===== src/rtl/subword_mem_pkg.sv =====
// rtl/subword_mem_pkg.sv - size encodings, RMW state type and byte-lane mask helper for subword_mem
package subword_mem_pkg;

  localparam logic [1:0] SZ_BYTE = 2'b00;
  localparam logic [1:0] SZ_HALF = 2'b01;
  localparam logic [1:0] SZ_WORD = 2'b10;

  typedef enum logic [1:0] {
    RMW_IDLE = 2'd0,
    RMW_RD   = 2'd1,
    RMW_WR   = 2'd2
  } rmw_state_t;

  // Halfword lane comes from offset[1] only; size 2'b11 behaves as a word.
  function automatic logic [3:0] lane_mask(input logic [1:0] size, input logic [1:0] offset);
    logic [3:0] m;
    case (size)
      SZ_BYTE: m = 4'b0001 << offset;
      SZ_HALF: m = offset[1] ? 4'b1100 : 4'b0011;
      default: m = 4'b1111;
    endcase
    return m;
  endfunction

endpackage


===== src/rtl/subword_extract.sv =====
// rtl/subword_extract.sv - load-path lane select with sign or zero extension
module subword_extract
  import subword_mem_pkg::*;
(
  input  logic [31:0] word,
  input  logic [1:0]  size,
  input  logic [1:0]  lane,
  input  logic        sext,
  output logic [31:0] result
);

  logic [7:0]  byte_v;
  logic [15:0] half_v;

  always_comb begin
    byte_v = word[{lane, 3'b000} +: 8];
    half_v = lane[1] ? word[31:16] : word[15:0];
    case (size)
      SZ_BYTE: result = {{24{sext & byte_v[7]}}, byte_v};
      SZ_HALF: result = {{16{sext & half_v[15]}}, half_v};
      default: result = word;
    endcase
  end

endmodule


===== src/rtl/subword_mem.sv =====
// rtl/subword_mem.sv - little-endian data memory with byte/half/word access and sub-word RMW stores
// Optional misalignment trap and fault port: SUBWORD_MEM_MISALIGN_TRAP_EN.
module subword_mem
  import subword_mem_pkg::*;
#(
  parameter int DEPTH = 64,
  parameter int AW    = 32
) (
  input  logic          clk,
  input  logic          reset,
  input  logic          req_valid,
  output logic          req_ready,
  input  logic          req_we,
  input  logic [1:0]    req_size,
  input  logic          req_signed,
  input  logic [AW-1:0] req_addr,
  input  logic [31:0]   req_wdata,
  output logic [31:0]   rdata,
  output logic          rdata_valid
`ifdef SUBWORD_MEM_MISALIGN_TRAP_EN
  ,
  output logic          fault
`endif
);

  localparam int IW = $clog2(DEPTH);

  logic [31:0]   mem [DEPTH];
  rmw_state_t    state;

  logic [IW-1:0] req_idx;
  logic          accept;
  logic          misaligned;
  logic          is_word;
  logic          do_load;
  logic          do_wstore;
  logic          do_sstore;

  logic [IW-1:0] rmw_idx;
  logic [3:0]    rmw_mask;
  logic [31:0]   rmw_data;
  logic [31:0]   merge_q;
  logic [31:0]   merged;

  logic [31:0]   ld_word;
  logic [1:0]    ld_size;
  logic [1:0]    ld_lane;
  logic          ld_sext;

  logic          mem_we;
  logic [IW-1:0] mem_widx;
  logic [31:0]   mem_wdata;

  // Upper address bits are dropped on purpose: accesses wrap modulo DEPTH words.
  logic unused_addr_bits;
  assign unused_addr_bits = ^req_addr[AW-1:IW+2];

  assign req_idx   = req_addr[2 +: IW];
  assign req_ready = (state == RMW_IDLE);
  assign accept    = req_valid && req_ready;
  assign is_word   = req_size[1];

`ifdef SUBWORD_MEM_MISALIGN_TRAP_EN
  assign misaligned = ((req_size == SZ_HALF) && req_addr[0]) ||
                      (is_word && (req_addr[1:0] != 2'b00));
`else
  assign misaligned = 1'b0;
`endif

  assign do_load   = accept && !req_we && !misaligned;
  assign do_wstore = accept &&  req_we &&  is_word && !misaligned;
  assign do_sstore = accept &&  req_we && !is_word && !misaligned;

  always_comb begin
    merged = merge_q;
    for (int i = 0; i < 4; i++) begin
      if (rmw_mask[i]) merged[8*i +: 8] = rmw_data[8*i +: 8];
    end
  end

  // Reset gates the write so an RMW interrupted in RMW_WR leaves memory untouched.
  always_comb begin
    mem_we    = 1'b0;
    mem_widx  = req_idx;
    mem_wdata = req_wdata;
    if (!reset) begin
      if (state == RMW_WR) begin
        mem_we    = 1'b1;
        mem_widx  = rmw_idx;
        mem_wdata = merged;
      end else if (do_wstore) begin
        mem_we = 1'b1;
      end
    end
  end

  always_ff @(posedge clk) begin
    if (mem_we) mem[mem_widx] <= mem_wdata;
    if (state == RMW_RD) merge_q <= mem[rmw_idx];
  end

  always_ff @(posedge clk) begin
    if (do_sstore) begin
      rmw_idx  <= req_idx;
      rmw_mask <= lane_mask(req_size, req_addr[1:0]);
      rmw_data <= (req_size == SZ_HALF) ? {2{req_wdata[15:0]}} : {4{req_wdata[7:0]}};
    end
  end

  always_ff @(posedge clk) begin
    if (reset) begin
      state       <= RMW_IDLE;
      rdata_valid <= 1'b0;
      ld_word     <= 32'd0;
      ld_size     <= SZ_WORD;
      ld_lane     <= 2'b00;
      ld_sext     <= 1'b0;
    end else begin
      rdata_valid <= do_load;
      if (do_load) begin
        ld_word <= mem[req_idx];
        ld_size <= req_size;
        ld_lane <= req_addr[1:0];
        ld_sext <= req_signed;
      end
      case (state)
        RMW_IDLE: if (do_sstore) state <= RMW_RD;
        RMW_RD:   state <= RMW_WR;
        RMW_WR:   state <= RMW_IDLE;
        default:  state <= RMW_IDLE;
      endcase
    end
  end

`ifdef SUBWORD_MEM_MISALIGN_TRAP_EN
  always_ff @(posedge clk) begin
    if (reset) fault <= 1'b0;
    else       fault <= accept && misaligned;
  end
`endif

  subword_extract u_extract (
    .word   (ld_word),
    .size   (ld_size),
    .lane   (ld_lane),
    .sext   (ld_sext),
    .result (rdata)
  );

endmodule


===== config.mk =====
export PLATFORM = sky130hd
export DESIGN_NAME = subword_mem
export DESIGN_NICKNAME = d
export VERILOG_FILES = /design/src/rtl/subword_mem_pkg.sv /design/src/rtl/subword_extract.sv /design/src/rtl/subword_mem.sv
export SDC_FILE = /design/constraint.sdc
export NUM_CORES = 2
export LEC_CHECK = 0
export CAP_MARGIN = 10
export CORE_MARGIN = 2
export CORE_UTILIZATION = 45
export CTS_CLUSTER_DIAMETER = 200
export DETAILED_ROUTE_END_ITERATION = 16
export PLACE_DENSITY = 0.61
export SLEW_MARGIN = 20
export SYNTH_ARGS = -nofsm -noshare
export SYNTH_HDL_FRONTEND = slang
export SYNTH_SLANG_ARGS = --single-unit

===== constraint.sdc =====
create_clock -name clk -period 12.58 [get_ports clk]
set_input_delay 3.774 -clock clk [delete_from_list [all_inputs] [get_ports clk]]
set_output_delay 3.774 -clock clk [all_outputs]
set_load 0.02 [all_outputs]

[Yosys cells after proc, flatten, opt, wreduce, memory -nomap -nowiden]
Memory sizes are Yosys's and may differ from the RTL's. A register that Yosys moved wholly into a read port is not among the register bits.
Index checks and enable logic that the tools add are counted.
Storage, ports and cells
  flip-flop bits (word level): 50
  memory bits (writable): 2048
  input port bits: 71
  logic and storage cells: 48
  memories kept: 1
Memory list
  mem: depth 64, bits a word 32, rd ports 2, clocked after memory_dff 2, write ports 1, RTL line subword_mem.sv:28  | logic [31:0] mem [DEPTH];
Operators by class
  equality and inequality tests: 5
  shift-type cells: 2
  multiplexer cells: 20
  bitwise operators: 2
  reductions and logical operators: 10
Operator list (count)
  $mux 32: 3
  $pmux 32 s2: 1
  $mux 8: 4
  $shiftx 32x6->8: 1
  $mux 16: 1
  $mux 6: 2
  $pmux 4 s2: 1
  $eq 2x1->1 const B: 3
  $logic_not 2->1: 3
  $logic_and 1x1->1: 5
  $mux 1: 5
  $mux 4: 1
  $pmux 2 s2: 1
  $shl 1x2->4 const A: 1
  $and 1x1->1: 2
  $eq 2x2->1 const B: 1
  $logic_not 1->1: 2
  $mux 2: 1
  $ne 2x1->1 const B: 1

[Longest topological paths before layout]
  depth in word-level cells: 9
  gate-level depth with buffers: 11
  mapped depth without buffers: 5

[By module]
A second synthesis with hierarchy kept.
Unflattened totals
  cell total of the unflattened synthesis: 5086
  area, all modules: 98190.4 sq um
Modules (own cells, without submodules)
  subword_mem: instances 1, cells each 4963, area each 97484.7 sq um
  subword_extract: instances 1, cells each 123, area each 705.7 sq um

[Worst setup path before layout]
Ideal clock, no wire load.
  kind: in2reg
  from: input port reset
  to: memory mem[0][13], data pin
  arrival time: 6.798 ns
  required time: 12.031 ns
  setup slack: 5.233 ns
  stages on the path: 6
  path through: nor3b_1 > clkbuf_1 > clkbuf_1 > buf_1 > nor2_1 > a21oi_1
Between the ends
  cells in the longest elaborated chain, start to end: 1
Ends and longest elaborated chain
  from (decl): RTL line subword_mem.sv:10  | input logic reset,
  $mux 32: RTL line subword_mem.sv:86  | if (!reset) begin
  via mem_wdata[13]: RTL line subword_mem.sv:52  | logic [31:0] mem_wdata;
  to (decl): RTL line subword_mem.sv:28
The timed path passes the listed nets, and every way through them passes these cells.

[Worst setup path after layout]
  from: input port reset
  to: memory mem[21][14] (enable)
Between the ends
  cells in the longest elaborated chain, start to end: 3
Ends and longest elaborated chain
  $mux 1: RTL line subword_mem.sv:86
  $mux 1: RTL line subword_mem.sv:98  | if (mem_we) mem[mem_widx] <= mem_wdata;
  $mux 1 (implied by the code): RTL line subword_mem.sv:98
Parallel ways exist; a longest one is shown, timed or not.

==> results.py <==
metrics = {
    "clock_network": {
        "cts_resized": 0,
        "cts.sinks": 2146,
        "cts_setup_buffers": 0,
        "clkTransAtPathRegs_ns": 0.06,
        "cts.root.buffer_cell": "sky130_fd_sc_hd__clkbuf_16",
        "clock_tree.htree_level_count": 4,
        "cts-buffers-inserted": 226,
        "cts_tree": "built",
        "cts_max_path_buffers": 3,
        "clkLatencyLatePin_ns": 0.88,
        "cts_hold_repair.buffers": 0,
    },
    "synthesis": {
        "ys_top_cells_by_area": "sky130_fd_sc_hd__edfxtp_1, sky130_fd_sc_hd__mux4_2, sky130_fd_sc_hd__mux2i_1",
        "yosys-top-cells-count": "sky130_fd_sc_hd__edfxtp_1, sky130_fd_sc_hd__mux4_2, sky130_fd_sc_hd__mux2i_1",
        "synthDominantAreaCellType": "sky130_fd_sc_hd__edfxtp_1",
        "ys_ff_latch": 2146,
        "synth-edff-count": 2106,
        "seq_area_frac_synth_pct": 64.85,
        "synth_top_cell_area_share_pct": 64.04,
        "ys_warn_count": 0,
        "synthesis.area_sq_mm": 0.09875,
        "ys_types": 60,
        "syn-num-nets": 4847,
        "postSynth.asyncResetShare_pct": 0,
        "yosys_most_used_dff": "sky130_fd_sc_hd__edfxtp_1",
        "synthMostInstantiatedCell": "sky130_fd_sc_hd__edfxtp_1",
        "synth_cells": 4776,
        "synth.avg_cell_area_sq_um": 20.68,
    },
    "floorplanning": {
        "die_w_microns": 472.4,
        "initial_core_util_pct": 45.38,
        "pin_count": 105,
        "design.die.area_sq_mm": 0.2232,
        "core_region_area_sq_mm": 0.2176,
        "std_cell_rows": 171,
        "chipHeight_microns": 472.4,
    },
    "drt": {
        "detail_route.iter0.violations": 7584,
        "totalWireLength_microns": 320000,
        "vias": 54850,
        "first_pass_iters": 6,
        "drc": 0,
        "wl_per_cell_microns": 40.25,
        "drtAntennaViolNets": 0,
        "post_drt_via_cell_ratio": 6.898,
    },
    "layout": {
        "finalNonFillerCells": 7951,
        "finish.net_count": 4974,
        "drive_gt1_share_pct": 35.34,
        "num-fill-cells": 16940,
        "design_area_sq_mm": 0.1110,
        "synthToLayoutAreaGrowth_pct": 12.43,
    },
    "setup_path": {
        "cpMostUsedCell": "sky130_fd_sc_hd__buf_4",
        "critical_path_class": "in -> reg",
        "slowest_delay_ns": 0.98,
        "worst_ep_required_time_ns": 13.09,
        "reg2reg_setup_slack_ns": 7.48,
        "critical_path.slowest_cell": "sky130_fd_sc_hd__nor2_4",
        "crit_fanout": 36,
        "worstSetupStartpointType": "primary input",
        "critical_path_arrival_ns": 8.25,
        "cp_cell_sequence": "clkdlybuf4s50_1 > nor3b_2 > buf_4 > mux2i_1 > nand3_1 > nor2_4 > buf_4",
        "endpoint_kind": "flop",
    },
    "timing": {
        "relSlewSlack_pct": 21.71,
        "period_minus_slack_ns": 7.747,
        "timing_worst_slew_pin_value_ns": 1.174,
        "final_min_period_over_clock_period_pct": 61.58,
        "finalHoldViolCount": 0,
        "final.setup_skew_ns": 0.03042,
        "fmax_mhz": 129.1,
        "setup_viol": 0,
        "tns_ns": 0,
        "rsz_0062_raised_after_global_routing": "false",
        "drv_slew": 0,
    },
    "global_route": {
        "grtUsageMet1_pct": 39.25,
        "grt.overflow.total": 0,
        "track_usage_pct": 28.70,
        "grt_pass1_vias": 55560,
        "antenna_found_initial": 19,
        "global_route_wire_length_before_repair_microns": 441300,
        "grt_util_met3_pct": 7.655,
        "grt-busiest-layer": "met2",
        "largest_net_degree_at_the_start_of_global_routing": 110,
        "grtUsageMet2_pct": 43.91,
    },
    "job": {
        "cap_violations": 0,
    },
    "power_and_ir_drop": {
        "power_density_mw_per_mm2": 138.8,
        "total_leakage_power_nw": 34.57,
        "fin_total_pwr_w": 0.01541,
        "peakVddDrop_mv": 0.1238,
    },
    "outcome": {
        "run_status": "finished, final reports clean",
    },
    "place": {
        "number_of_cells_after_detailed_placement": 7525,
        "dp_hpwl_microns": 178600,
        "gpl.final_weighted_congestion": 0.9235,
        "placed_area_sq_mm": 0.1039,
        "portBuffers": 80,
    },
    "min_path": {
        "hold_class": "reg -> reg",
    },
}
[layout make-up]
type,instances,area [sq um],share of cell area (%)
tap,2854,3571,3.216
clock inverter,107,879.6,0.7923
sequential,2146,64040,57.68
multi-input combinational,2245,33800,30.44
clock buffer,309,6195,5.580
antenna,6,15.01,0.01352
timing repair buffer,276,2484,2.237
inverter,8,37.54,0.03381
[final timing paths]
path,start,endpoint,depth (start not counted)
max,reset,mem[21][14],7
min,ld_sext,ld_sext,2
max reg2reg,rmw_idx[0],merge_q[20],7
min reg2reg,ld_sext,ld_sext,2
[sequential cells by signal, indices dropped and copies added (netlist names), 2 cells and up]
name / cells
ld_lane: 2
mem: 2048
state: 2
rmw_data: 16
rmw_mask: 4
rmw_idx: 6
ld_size: 2
merge_q: 32
ld_word: 32
[logic make-up after synthesis]
logic type             after synthesis  synth area share (%)
buffers and inverters              385                 1.864
flip-flops                        2146                 64.85
AO/OA/AOI/OAI                      500                 3.572
multiplexers                      1414                 28.26
AND/OR/NAND/NOR                    331                 1.448
[metal layers]
metal / up-vias / wire (microns)
li1: 21220 / -
met1: 29820 / 121000
met2: 3217 / 147800
met3: 585 / 36270
met4: 0 / 14970
met5: - / 0
[stage by stage]
step / hold slack (ns) / setup WS [ns] / util (%)
finish: 0.5025 / 4.833 / 51.02
detailed placement: 0.4958 / 3.984 / 47.74
global route: 0.5218 / 4.605 / 51.02
CTS: 0.5044 / 4.890 / 50.99
floorplan: 0.4368 / 5.233 / -
global placement: 0.4938 / 4.097 / 47.74
[power breakdown]
part	switching, W	internal [W]
Sequential	0.0000281	0.00788
Combinational	0.000648	0.000385
Clock	0.00279	0.00367
Total	0.00347	0.0119
[placed cells by master, fill, tap and decap left out, drive strengths merged, types with 11 or more instances in the layout]
cell,instances
mux2,72
mux2i,250
a21o,20
bufinv,12
o22ai,44
a22o,29
edfxtp,2106
a31oi,38
clkdlybuf4s50,75
nor2b,11
nand3,15
nor2,152
inv,11
o21a,22
o21ai,36
a221oi,29
buf,201
o31ai,20
a22oi,97
o221ai,45
mux4,1092
nand2,111
a21oi,84
clkbuf,309
clkinv,87
dfxtp,40
[critical path: cells and delay by family]
family,cells,cell delay [ns]
buffers and inverters,3,1.72
muxes,1,0.68
and+or+nand+nor,3,2.03
Power figures use the tool's default switching activity.
